===== src/rtl/serial_subtractor.sv =====
// Multi-cycle subtractor: diff = a - b - bin, one 4-bit slice per clock, LSB nibble first.
// Operands are captured on start; the borrow is carried between slices in a register.
//
// state | meaning
// IDLE  | waiting for start; outputs hold the last completed result
// RUN   | one nibble slice processed per clock, borrow registered between slices
// DONE  | one-cycle done pulse, result registers just updated
module serial_subtractor #(
  parameter int WIDTH = 16
) (
  input  logic             clk,
  input  logic             rst_n,
  input  logic             start,
  input  logic [WIDTH-1:0] a,
  input  logic [WIDTH-1:0] b,
  input  logic             bin,
  output logic             busy,
  output logic             done,
  output logic [WIDTH-1:0] diff,
  output logic             borrow_out,
  output logic             overflow
);

  localparam int NIB = WIDTH / 4;
  localparam int IW  = (NIB > 1) ? $clog2(NIB) : 1;
  localparam logic [IW-1:0] LAST = IW'(NIB - 1);

  typedef enum logic [1:0] {
    IDLE,
    RUN,
    DONE
  } state_t;

  state_t           state;
  state_t           state_nxt;
  logic [WIDTH-1:0] a_r;
  logic [WIDTH-1:0] b_r;
  logic [WIDTH-1:0] work;
  logic [WIDTH-1:0] work_nxt;
  logic             borrow_r;
  logic [IW-1:0]    idx;
  logic [3:0]       nib_a;
  logic [3:0]       nib_b;
  logic [4:0]       slice;
  logic             last;

  always_ff @(posedge clk or negedge rst_n) begin
    if (!rst_n) begin
      state <= IDLE;
    end else begin
      state <= state_nxt;
    end
  end

  assign last = (idx == LAST);

  always_comb begin
    state_nxt = state;
    case (state)
      IDLE:    if (start) state_nxt = RUN;
      RUN:     if (last) state_nxt = DONE;
      DONE:    state_nxt = IDLE;
      default: state_nxt = IDLE;
    endcase
  end

  // Slice mux and working-result update, unrolled over the nibble positions.
  always_comb begin
    nib_a    = '0;
    nib_b    = '0;
    work_nxt = work;
    for (int i = 0; i < NIB; i++) begin
      if (idx == IW'(i)) begin
        nib_a = a_r[4*i +: 4];
        nib_b = b_r[4*i +: 4];
      end
    end
    slice = {1'b0, nib_a} - {1'b0, nib_b} - {4'b0000, borrow_r};
    for (int i = 0; i < NIB; i++) begin
      if (idx == IW'(i)) begin
        work_nxt[4*i +: 4] = slice[3:0];
      end
    end
  end

  always_ff @(posedge clk or negedge rst_n) begin
    if (!rst_n) begin
      a_r        <= '0;
      b_r        <= '0;
      work       <= '0;
      borrow_r   <= 1'b0;
      idx        <= '0;
      diff       <= '0;
      borrow_out <= 1'b0;
      overflow   <= 1'b0;
    end else begin
      case (state)
        IDLE: begin
          if (start) begin
            a_r      <= a;
            b_r      <= b;
            borrow_r <= bin;
            idx      <= '0;
            work     <= '0;
          end
        end
        RUN: begin
          work     <= work_nxt;
          borrow_r <= slice[4];
          idx      <= idx + IW'(1);
          if (last) begin
            diff       <= work_nxt;
            borrow_out <= slice[4];
            overflow   <= (a_r[WIDTH-1] != b_r[WIDTH-1]) &&
                          (work_nxt[WIDTH-1] != a_r[WIDTH-1]);
          end
        end
        default: ;
      endcase
    end
  end

  assign busy = (state == RUN);
  assign done = (state == DONE);

endmodule


===== config.mk =====
export PLATFORM = sky130hd
export DESIGN_NAME = serial_subtractor
export DESIGN_NICKNAME = d
export VERILOG_FILES = /design/src/rtl/serial_subtractor.sv
export SDC_FILE = /design/constraint.sdc
export NUM_CORES = 1
export LEC_CHECK = 0
export ABC_CLOCK_PERIOD_IN_PS = 6400
export BUFFER_PORTS_ARGS = -buffer_cell sky130_fd_sc_hd__buf_2
export CAP_MARGIN = 20
export CORE_MARGIN = 1
export CORE_UTILIZATION = 45
export DETAILED_ROUTE_END_ITERATION = 16
export GPL_TIMING_DRIVEN = 0
export PLACE_DENSITY = 0.68
export SYNTH_ARGS = -nofsm -noshare
export SYNTH_HDL_FRONTEND = slang
export SYNTH_SLANG_ARGS = --single-unit

===== constraint.sdc =====
create_clock -name clk -period 6.4 [get_ports clk]
set_clock_uncertainty 0.05 [all_clocks]
set_input_delay 0.96 -clock clk [delete_from_list [all_inputs] [get_ports clk]]
set_output_delay 0.96 -clock clk [all_outputs]
set_load 0.1 [all_outputs]

Word level (Yosys, flattened, before mapping)
Index checks and enable logic that the tools add are counted.
Storage, ports and cells
  register bits after elaboration: 71
  bits of input ports: 36
Operators by class
  eq/ne operators: 9
  reduce and logical (&&, ||, !) cells: 8
  add/sub/neg operators: 3
  mux-type cells: 21
Operator list (count)
  two-way mux 4 bit: 12
  case mux 16 bit (2 select lines): 1
  two-way mux 16 bit: 1
  case mux 2 bit (2 select lines): 2
  AND reduction 2 bit: 4
  equality test 2 bit (second input constant): 3
  two-way mux 2 bit: 3
  subtractor 4 x 4 -> 5 bit: 1
  subtractor 5 x 1 -> 5 bit: 1
  equality test 2 x 1 -> 1 bit (second input constant): 2
  logical NOT 2 bit: 2
  adder 2 x 1 -> 2 bit (second input constant): 1
  != test 1 bit: 2
  != test 2 x 1 -> 1 bit (second input constant): 1
  != test 2 bit (second input constant): 1
  case mux 1 bit (2 select lines): 1
  nonzero test 2 bit: 1
  logical AND 1 bit: 1
  two-way mux 1 bit: 1

Logic depth before layout (Yosys ltp)
Gate-level depths: netlist of the first run.
  depth after elaboration: 10
  gate-level depth with buffers: 16

Least setup slack after synthesis of the first run
Ideal clock, no wire load.
  kind: reg2out
  from: register state[0]
  to: output port done
  slack: 3280 ps
  cell stages (with the launch flop): 5
  data arrival time: 2110 ps
  data required time: 5390 ps
  path through: dfrtp_1 > buf_2 > clkbuf_1 > buf_1 > nor2_1
Between the ends
  cells in the longest elaborated chain, start to end: 1
Ends and longest elaborated chain
  start, declared: RTL line 34  | state_t state;
  start signal, assigned: RTL line 51  | state <= state_nxt;
  equality test 2 bit: RTL line 124  | assign done = (state == DONE);
  end, declared: RTL line 18  | output logic done,
Every way passes these cells.

Worst setup path in the final report of the first run
  from: register idx[0]
  to: register work[10]
Between the ends
  cells in the longest elaborated chain, start to end: 9
  elaborated cells between the ends (all ways): 16
  those cells by class: add/sub (2); eq/ne (3); mux (10); reduce/logical (1)
Ends and longest elaborated chain
  start, declared: RTL line 41  | logic [IW-1:0] idx;
  start signal, assigned: RTL line 110  | idx <= idx + IW'(1);
  logical NOT 2 bit: RTL line 73  | if (idx == IW'(i)) begin
  two-way mux 4 bit (4 in a row): RTL line 73
  subtractor 4 x 4 -> 5 bit: RTL line 78  | slice = {1'b0, nib_a} - {1'b0, nib_b} - {4'b0000, borrow_r};
  subtractor 5 x 1 -> 5 bit: RTL line 78
  two-way mux 4 bit (*): RTL line 80  | if (idx == IW'(i)) begin
  case mux 16 bit (2 select lines) (*): RTL line 97  | case (state)
  end signal, assigned: RTL line 108  | work <= work_nxt;
  end, declared: RTL line 38  | logic [WIDTH-1:0] work;
Mark *: on every way between the ends. The rest lies on a longest branch, timed or not.
A chain may end at the register's enable or synchronous reset.

==> metrics.md, run 1 <==
| Metric | Value |
|---|---|
| Number of levels in the clock H-tree | `3` |
| Maximum buffer depth of the clock tree | `2` |
| Core box area | `6940 sq um` |
| Met2 layer wire length in the routed design | `3380 um` |
| Pre-CTS setup slack | `2660 ps` |
| Post-route worst hold slack | `425 ps` |
| Height of the die | `87.5 um` |
| IO Pins | `56` |
| Via Count | `2436` |
| DIE WIDTH | `87.5 um` |
| Ordered list of cells on the worst path | `inv_1, ha_1, clkbuf_2, clkbuf_1, nand3b_1, a21oi_1, a21oi_1, o21ai_0, fa_1, inv_1, fa_1, xnor2_1, nor2_1, a21o_1, a22o_1` |
| Initial Utilization | `47.4%` |
| Headroom to the max-slew limit | `44.5%` |
| Via count of the first global-routing pass | `2443` |
| Number of port buffers | `55` |
| EDFF count, synth | `0` |
| Placed Instances | `450` |
| Hold Violations, Final | `0` |
| Met3 Routed Length | `333 um` |
| Final total negative setup slack | `0 ps` |
| Average wire per standard cell | `15.3 um` |
| Hold buffers post-CTS | `0` |
| # clock sinks | `67` |
| Fin crit period | `3740 ps` |
| Clock latency of the later-clocked register in the worst-skew pair | `360 ps` |
| Total of max-cap violations | `0` |
| Placer Congestion | `0.801` |
| Ranking of synthesized cells by area | `dfrtp_1 (51%), mux2_2 (11%), a21oi_1 (3.8%)` |
| CP Max Fanout | `10` |
| Mapped Nets | `345` |
| Share of flip-flops with an asynchronous set or reset after synthesis | `100%` |
| Final max-slew violation count | `0` |
| Type of element capturing the critical path | `register` |
| Total setup violations reported at the end of the flow | `0` |
| Crit path launch type | `register` |
| Final setup slack of the worst path | `2660 ps` |
| Number of detailed-routing iterations run before antenna repair | `4` |
| GRT overflow | `0` |
| Total number of nets in the final design | `411` |
| Clock tree root buffer cell | `clkbuf_8` |
| Non-filler instance count after layout | `466` |
| Uppermost metal layer occupied by signal nets | `met4` |
| Area leader, netlist | `dfrtp_1` |
| Clock buffer count from CTS | `9` |
| Arrival time of data at the critical path endpoint | `3930 ps` |
| Inserted Diodes | `0` |
| DR DRC count | `0` |
| M1 WL | `3290 um` |
| Top cell type's share of synthesized area | `50.9%` |
| Slew at the pin closest to its max-slew limit | `832 ps` |
| Cells after Synth | `299` |
| Row count | `30` |
| Number of antenna violations at the first check in global routing | `0` |
| Upper clock frequency limit | `267 MHz` |
| Final WL | `7150 um` |
| CTS resizes | `0` |
| Critical path's top delay family | `buffers and inverters` |
| Detailed router's first-iteration violation count | `123` |
| Run status | `finished, final reports clean` |
| Count of unique library cells instantiated by Yosys | `40` |
| Routed via count divided by cell count | `5.23` |
| Average cell area after synthesis | `11.0 sq um` |
| Total half-perimeter wirelength after legalization and detailed placement | `5170 um` |
| Maximum number of pins on one net before global-route repair | `68` |
| RSZ-0062 raised after global routing | `false` |
| Crit path buffers/inverters | `4` |
| Dominant synthesized flop cell | `dfrtp_1` |
| Post-CTS clock slew at the launch and capture registers of the worst setup and hold paths | `70 ps` |
| Setup Fix Bufs, Post-CTS | `0` |
| Path class of the lowest-slack min-delay path | `reg -> reg` |
| GRT Total Usage | `21.4%` |
| First-pass GRT wire length | `12100 um` |
| Warnings, synthesis | `0` |
| Maximum single-stage delay on the critical path | `500 ps` |
| List of most frequent post-synthesis cells | `dfrtp_1 (67), mux2_2 (32), nand2_1 (30), a21oi_1 (25), o21ai_0 (17)` |
| Clock tree from TritonCTS | `yes` |
| P&R area growth vs syn | `18.0%` |
| Post-Synthesis Cell Area | `3290 sq um` |
| Count of state elements after synthesis | `67` |
| Required time at the endpoint of the critical path | `6590 ps` |
| Most common cell in the synthesized netlist | `dfrtp_1` |
| Share of the clock period used by the worst path after layout | `58.4%` |
| Sequential-to-total area share from yosys stat | `50.9%` |
| Layout cells sized above 1 | `32.7%` |
| Die area | `7660 sq um` |
| CP max stage cell | `clkbuf_1` |
| Startpoint-to-endpoint class of the critical path | `reg -> reg` |
| Post-route antenna net violation count | `0` |
-- logic make-up (layout without fill, tap and decap cells) --
| family | Yosys count | in the layout | share of synthesized area (%) |
|---|---|---|---|
| flip-flops | 67 | 67 | 50.9 |
| AND/OR/NAND/NOR | 70 | 70 | 11.8 |
| multiplexers | 32 | 32 | 10.9 |
| AO/OA/AOI/OAI | 87 | 87 | 17.3 |
| adder cells (fa/ha/maj) | 10 | 10 | 4.26 |
| buffers and inverters | 30 | 101 | 4.03 |
| XOR/XNOR | 3 | 3 | 0.798 |
-- state kept, by name (all words and copies together), names as in the netlist --
name        cells
a_r            16
b_r            16
diff           16
work           12
idx             2
state           2
borrow_out      1
borrow_r        1
overflow        1
-- routing by layer --
metal	vias up	global-route usage, %
met4	0	10.7
met1	1166	28.5
li1	1192	-
met3	13	3.77
met2	65	33.8
met5	-	0
-- through the flow --
step	util [%]	instance area [sq um]
CTS	55.9	3880
floorplan	-	3290
finish	55.9	3880
detailed placement	53.2	3690
global route	55.9	3880
global placement	53.1	3690
-- worst register-to-register path, stage by stage (launching register included) --
cell and delay, ps:
dfrtp_1 430, inv_1 100, ha_1 140, clkbuf_2 260, clkbuf_1 500, nand3b_1 140, a21oi_1 160, a21oi_1 60
o21ai_0 260, fa_1 210, inv_1 60, fa_1 450, xnor2_1 290, nor2_1 120, a21o_1 190, a22o_1 180
-- placed cells by master (no fill, tap or decap), types with 6 or more instances in the layout --
cell type | synthesis | final
dfrtp_1 | 67 | 67
buf_2 | 9 | 63
mux2_2 | 32 | 32
nand2_1 | 30 | 30
a21oi_1 | 25 | 25
o21ai_0 | 17 | 17
a22o_1 | 13 | 13
nor2b_1 | 12 | 12
clkbuf_8 | 0 | 10
inv_1 | 9 | 9
nor2_1 | 9 | 9
a21o_1 | 9 | 9
ha_1 | 8 | 8
clkbuf_1 | 6 | 7
o21ai_1 | 6 | 6
-- final cells by class --
| type | instances | area, sq um |
|---|---|---|
| buffer | 19 | 91.3 |
| fill | 641 | 3060 |
| clock inverter | 5 | 52.6 |
| timing repair buffer | 55 | 278 |
| clock buffer | 11 | 141 |
| inverter | 11 | 41.3 |
| sequential | 67 | 1680 |
| multi-input combinational | 202 | 1480 |
| tap | 96 | 120 |
-- worst paths after layout --
path                          from  endpoint  slack, ps  cells past startpoint
min in group asynchronous    rst_n   diff[5]        630                      1
hold / removal             diff[2]   diff[2]        420                      2
setup reg to reg            idx[0]  work[10]       2660                     15
setup / recovery            idx[0]  work[10]       2660                     15
hold reg to reg            diff[2]   diff[2]        420                      2
max in group asynchronous    rst_n   work[2]       5100                      1
Power of run 1 is left out: the tool's default activity adds up to more than one toggle a clock period on the data nets, which glitch-free logic cannot reach.
==> run 2, diff against run 1 <==
--- a/config.mk
+++ b/config.mk
@@ -5,7 +5,7 @@
 export SDC_FILE = /design/constraint.sdc
 export NUM_CORES = 1
 export LEC_CHECK = 0
-export ABC_CLOCK_PERIOD_IN_PS = 6400
+export ABC_CLOCK_PERIOD_IN_PS = 3900
 export BUFFER_PORTS_ARGS = -buffer_cell sky130_fd_sc_hd__buf_2
 export CAP_MARGIN = 20
 export CORE_MARGIN = 1
==> constraint.sdc (replaced) <==
create_clock -name clk -period 3.9 [get_ports clk]
set_clock_uncertainty 0.05 [all_clocks]
set_input_delay 0.585 -clock clk [delete_from_list [all_inputs] [get_ports clk]]
set_output_delay 0.585 -clock clk [all_outputs]
set_load 0.1 [all_outputs]
==> run 2 against run 1 <==
Net effect: worst setup slack worse by 2400 ps; final cell count did not move; utilization rose by 0.054 points; flip-flop and latch count unchanged; global-route usage stayed put; critical path depth did not move; sequential share of layout area hardly changed; count of clock-buffer cells in the layout stayed put; routed wire length increased by 0.43%; highest routed layer unchanged.
==> metrics.md, run 2 (synthesized netlist as in run 1, its figures left out) <==
| Metric | Value |
|---|---|
| Clock latency of the later-clocked register in the worst-skew pair | `360 ps (about the same)` |
| Fin crit period | `3600 ps (-137 ps)` |
| DR DRC count | `0 (unchanged)` |
| Via Count | `2462 (+1.1%)` |
| Setup Fix Bufs, Post-CTS | `0 (unchanged)` |
| Row count | `30 (unchanged)` |
| Startpoint-to-endpoint class of the critical path | `reg -> reg` |
| GRT overflow | `0 (unchanged)` |
| IO Pins | `56 (unchanged)` |
| Height of the die | `87.5 um (unchanged)` |
| Share of the clock period used by the worst path after layout | `92.4% (+34 points)` |
| Initial Utilization | `47.4% (unchanged)` |
| Total setup violations reported at the end of the flow | `0 (unchanged)` |
| Placer Congestion | `0.801 (unchanged)` |
| Top flop regs | `a_r (16), b_r (16), diff (16)` |
| Type of element capturing the critical path | `register` |
| Reg-to-reg endpoint | `work[10]` |
| Number of levels in the clock H-tree | `3 (unchanged)` |
| Clock tree root buffer cell | `clkbuf_8` |
| Run status | `finished, final reports clean` |
| Worst r2r path cells | `15 (unchanged)` |
| GRT Total Usage | `21.4% (unchanged)` |
| Final max-slew violation count | `0 (unchanged)` |
| Slew at the pin closest to its max-slew limit | `845 ps (+13.1 ps)` |
| Clock buffer count from CTS | `9 (unchanged)` |
| Worst setup slack for register-to-register paths | `300 ps (-2360 ps)` |
| Most common cell after layout, fill and taps aside | `dfrtp_1` |
| First-pass GRT wire length | `12100 um (unchanged)` |
| RSZ-0062 raised after global routing | `false` |
| Average wire per standard cell | `15.4 um (+0.43%)` |
| Final WL | `7180 um (+0.43%)` |
| Core box area | `6940 sq um (unchanged)` |
| Required time at the endpoint of the critical path | `4090 ps (-2500 ps)` |
| Hold Violations, Final | `0 (unchanged)` |
| Inserted Diodes | `0 (unchanged)` |
| Number of detailed-routing iterations run before antenna repair | `4 (unchanged)` |
| Maximum number of pins on one net before global-route repair | `68 (unchanged)` |
| Path class of the lowest-slack min-delay path | `in -> async` |
| Layout cells sized above 1 | `33.2% (+0.54 points)` |
| Post-route antenna net violation count | `0 (unchanged)` |
| Total of max-cap violations | `0 (unchanged)` |
| Final total negative setup slack | `0 ps (unchanged)` |
| Total half-perimeter wirelength after legalization and detailed placement | `5170 um (unchanged)` |
| Number of antenna violations at the first check in global routing | `0 (unchanged)` |
| Hold buffers post-CTS | `0 (unchanged)` |
| Headroom to the max-slew limit | `43.7% (-0.88 points)` |
| Maximum buffer depth of the clock tree | `2 (unchanged)` |
| Non-filler instance count after layout | `466 (unchanged)` |
| Total number of nets in the final design | `411 (unchanged)` |
| Via count of the first global-routing pass | `2443 (unchanged)` |
| Die area | `7660 sq um (unchanged)` |
| Crit path launch type | `register` |
| Highest-count cells in the layout ignoring fill and taps | `dfrtp_1 (67), buf_2 (63), mux2_2 (32)` |
| # clock sinks | `67 (unchanged)` |
| Upper clock frequency limit | `278 MHz (+3.8%)` |
| Reg-to-reg critical path startpoint | `idx[1]` |
| CP Max Fanout | `10 (unchanged)` |
| Routed via count divided by cell count | `5.28 (+1.1%)` |
| Clock tree from TritonCTS | `yes` |
| Placed Instances | `450 (unchanged)` |
| Arrival time of data at the critical path endpoint | `3790 ps (-140 ps)` |
| DIE WIDTH | `87.5 um (unchanged)` |
| Detailed router's first-iteration violation count | `121 (-1.6%)` |
| P&R area growth vs syn | `18.1% (about the same)` |
| Number of port buffers | `55 (unchanged)` |
| Post-CTS clock slew at the launch and capture registers of the worst setup and hold paths | `80 ps (about the same)` |
[run 2: cell count changes in the layout (fill, tap and decap cells not counted)]
cell,previous run,this run
clkbuf_1,7,6
clkbuf_2,1,2
ha_1,8,7
ha_2,0,1
[run 2: what timing repair did]
action,in CTS,in global routing
hold endpoints to repair,0,0
resized for setup,0,3
endpoints found under the setup margin,0,13
[run 2: through the flow]
| stage | util (%) | worst slack (ps) | cell area (sq um) | hold slack [ps] |
|---|---|---|---|---|
| floorplan | - | 854 | 3290 | 239 |
| global placement | 53.1 | 225 | 3690 | 407 |
| detailed placement | 53.2 | 163 | 3690 | 416 |
| CTS | 55.9 | 146 | 3880 | 307 |
| global route | 56.0 | 20.9 | 3890 | 346 |
| finish | 56.0 | 298 | 3890 | 241 |
[run 2: cell type report]
cell class              instances  area (sq um)
clock buffers                  11           141
fillers                       642          3060
inverters                      11          41.3
plain buffers                  19          92.6
flip-flops and latches         67          1680
clock inverters                 5          52.6
repair buffers                 55           278
multi-input cells             202          1490
well taps                      96           120
[run 2: worst max path at each step]
stage | from | endpoint | slack, ps | cells after the start
after CTS | idx[0] | work[10] | 150 | 15
after detailed placement | idx[0] | work[2] | 160 | 15
after floorplan | idx[0] | work[2] | 850 | 15
after global placement | idx[0] | work[10] | 220 | 15
final | idx[1] | work[10] | 300 | 15
after global routing | idx[1] | work[10] | 20 | 15
[run 2: routing by layer]
metal  wire (um)  track usage, %  up-vias
met3         365            3.77       13
met2        3360            33.8       68
li1            -               -     1197
met5           0               0        -
met1        3310            28.5     1184
met4         148            10.7        0
[run 2: critical path, cell delays in order, from the launching register on]
cell and delay, ps:
dfrtp_1 410, inv_1 100, ha_2 320, buf_2 240
buf_2 290, nand2_1 90, a21oi_1 130, a21oi_1 60
o21ai_0 270, fa_1 210, inv_1 60, fa_1 450
xnor2_1 300, nor2_1 130, a21o_1 190, a22o_1 180
Power of run 2 is left out for the same reason.
==> run 3, diff against run 2 <==
--- a/config.mk
+++ b/config.mk
@@ -11,8 +11,9 @@
 export CORE_MARGIN = 1
 export CORE_UTILIZATION = 45
 export DETAILED_ROUTE_END_ITERATION = 16
+export GPL_ROUTABILITY_DRIVEN = 0
 export GPL_TIMING_DRIVEN = 0
-export PLACE_DENSITY = 0.68
+export PLACE_DENSITY = 0.66
 export SYNTH_ARGS = -nofsm -noshare
 export SYNTH_HDL_FRONTEND = slang
 export SYNTH_SLANG_ARGS = --single-unit
==> run 3 against run 2 <==
Net effect: critical path depth is the same; highest routed layer unchanged; fmax up 1.6%; utilization did not move; largest cell class unchanged; critical endpoint is now work[2]; sequential share of layout area stayed put; global-route usage down 0.12 points; final area unchanged; count of clock-buffer cells in the layout rose by 2; die area did not move; register-to-register slack gained 60 ps; non-clock buffer count did not move; flip-flop and latch count did not move; worst setup slack better by 57 ps.
==> metrics.md, run 3 (synthesized netlist as in run 1, its figures left out) <==
| Metric | Value |
|---|---|
| IO Pins | `56 (unchanged)` |
| Number of antenna violations at the first check in global routing | `0 (unchanged)` |
| Final max-slew violation count | `0 (unchanged)` |
| Via Count | `2455 (-0.28%)` |
| GRT met3 Usage | `3.96% (+0.19 points)` |
| Type of element capturing the critical path | `register` |
| Hold Violations, Final | `0 (unchanged)` |
| Clock latency of the later-clocked register in the worst-skew pair | `350 ps (about the same)` |
| Die area | `7660 sq um (unchanged)` |
| Number of port buffers | `55 (unchanged)` |
| Row count | `30 (unchanged)` |
| Fin crit period | `3540 ps (-57.4 ps)` |
| P&R area growth vs syn | `18.1% (unchanged)` |
| Inserted Diodes | `0 (unchanged)` |
| RSZ-0062 raised after global routing | `false` |
| Required time at the endpoint of the critical path | `4090 ps (about the same)` |
| Ordered list of cells on the worst path | `inv_1, ha_2, buf_2, buf_2, nand2_1, a21oi_1, a21oi_1, o21ai_0, fa_1, inv_1, fa_1, xnor2_1, nor2_1, a21o_1, a22o_1` |
| Run status | `finished, final reports clean` |
| Most common cell after layout, fill and taps aside | `dfrtp_1` |
| Detailed router's first-iteration violation count | `133 (+9.9%)` |
| Slew at the pin closest to its max-slew limit | `847 ps (+1.82 ps)` |
| Total of max-cap violations | `0 (unchanged)` |
| Post-route worst hold slack | `275 ps (+34.3 ps)` |
| First-pass GRT wire length | `12000 um (-0.86%)` |
| CP max stage cell | `fa_1` |
| Path class of the lowest-slack min-delay path | `in -> async` |
| Count of cell instances traversed by the critical path | `15 (unchanged)` |
| Clock tree from TritonCTS | `yes` |
| Routed via count divided by cell count | `5.28 (about the same)` |
| Via count of the first global-routing pass | `2468 (+1.0%)` |
| Core box area | `6940 sq um (unchanged)` |
| Global-route layer with the greatest usage | `met2` |
| Total setup violations reported at the end of the flow | `0 (unchanged)` |
| Final WL | `7180 um (about the same)` |
| Number of fill cells | `627 (-2.3%)` |
| Critical path's top delay family | `adder cells` |
| Number of levels in the clock H-tree | `3 (unchanged)` |
| Startpoint-to-endpoint class of the critical path | `reg -> reg` |
| DR DRC count | `0 (unchanged)` |
| Crit path launch type | `register` |
| Highest-count cells in the layout ignoring fill and taps | `dfrtp_1 (67), buf_2 (63), mux2_2 (32)` |
| Number of detailed-routing iterations run before antenna repair | `4 (unchanged)` |
| Headroom to the max-slew limit | `43.5% (-0.12 points)` |
| Share of the clock period used by the worst path after layout | `90.9% (-1.5 points)` |
| # clock sinks | `67 (unchanged)` |
| Final total negative setup slack | `0 ps (unchanged)` |
| Arrival time of data at the critical path endpoint | `3730 ps (-60 ps)` |
| Post-route antenna net violation count | `0 (unchanged)` |
| Maximum single-stage delay on the critical path | `460 ps (about the same)` |
| Initial Utilization | `47.4% (unchanged)` |
| Maximum number of pins on one net before global-route repair | `68 (unchanged)` |
| Upper clock frequency limit | `282 MHz (+1.6%)` |
| Worst setup slack for register-to-register paths | `360 ps (+60 ps)` |
| Total half-perimeter wirelength after legalization and detailed placement | `5210 um (+0.73%)` |
| Layout cells sized above 1 | `32.8% (-0.45 points)` |
| CP Max Fanout | `10 (unchanged)` |
| Met2 demand-to-capacity share in global routing | `34.9% (+1.1 points)` |
| GRT Total Usage | `21.3% (-0.12 points)` |
| Clock buffer count from CTS | `9 (unchanged)` |
| Worst r2r path cells | `15 (unchanged)` |
| Height of the die | `87.5 um (unchanged)` |
| Crit path buffers/inverters | `4 (unchanged)` |
| Average wire per standard cell | `15.4 um (+0.19%)` |
| Total number of nets in the final design | `411 (unchanged)` |
| Post-CTS clock slew at the launch and capture registers of the worst setup and hold paths | `70 ps (about the same)` |
| Met1 track demand over resource | `27.3% (-1.2 points)` |
| DIE WIDTH | `87.5 um (unchanged)` |
| GRT overflow | `0 (unchanged)` |
| Maximum buffer depth of the clock tree | `2 (unchanged)` |
| Top flop regs | `a_r (16), b_r (16), diff (16)` |
| Clock tree root buffer cell | `clkbuf_8` |
==> run 3: cell count changes in the layout (fill, tap and decap cells not counted) <==
cell / delta
clkinvlp_4: -1
clkbuf_1: +1
clkbuf_8: +1
clkinv_2: -2
==> run 3: worst register-to-register path, delay by kind of cell, from the launching register on <==
kind | cells | cell delay [ps]
fa+ha+maj | 3 | 1010
compound gates | 5 | 820
buf+inv | 4 | 680
flops | 1 | 410
xor+xnor | 1 | 270
simple gates | 2 | 200
==> run 3: layer usage <==
metal  vias to the layer above  part of all wire (%)  routed length (um)
met1                      1178                    44                3190
met5                         -                     0                   0
met4                         0                   3.4                 243
li1                       1189                     -                   -
met2                        70                    47                3400
met3                        18                   4.8                 343
==> run 3: timing repair <==
action                                  in CTS  in global routing
resized for setup                            0                  3
endpoints found under the setup margin       0                 14
setup buffers                                0                  0
hold buffers                                 0                  0
==> run 3: area by class of cell <==
class / count / area, sq um / share of cell area (%)
tap: 96 / 120 / 3.09
buffer: 19 / 92.6 / 2.38
inverter: 11 / 41.3 / 1.06
clock inverter: 2 / 35.0 / 0.901
sequential: 67 / 1680 / 43.1
multi-input combinational: 202 / 1490 / 38.2
timing repair buffer: 55 / 278 / 7.14
clock buffer: 13 / 159 / 4.09
==> run 3: final timing paths <==
path                            to  startpoint
setup / recovery           work[2]      idx[1]
hold / removal             diff[4]       rst_n
setup reg to reg           work[2]      idx[1]
hold reg to reg            diff[6]     diff[6]
max in group asynchronous   a_r[5]       rst_n
min in group clk           b_r[15]       b[15]
==> run 3: per-stage QoR <==
stage                     worst slack, ps  std cells  utilization, %  cell area (sq um)
after floorplan                       854        299               -               3290
after global placement                230        450            53.1               3690
after detailed placement              182        450            53.2               3690
after CTS                             161        465            55.9               3880
after global routing                 65.5        465            56.0               3890
final                                 356        465            56.0               3890
Power of run 3 is left out for the same reason.
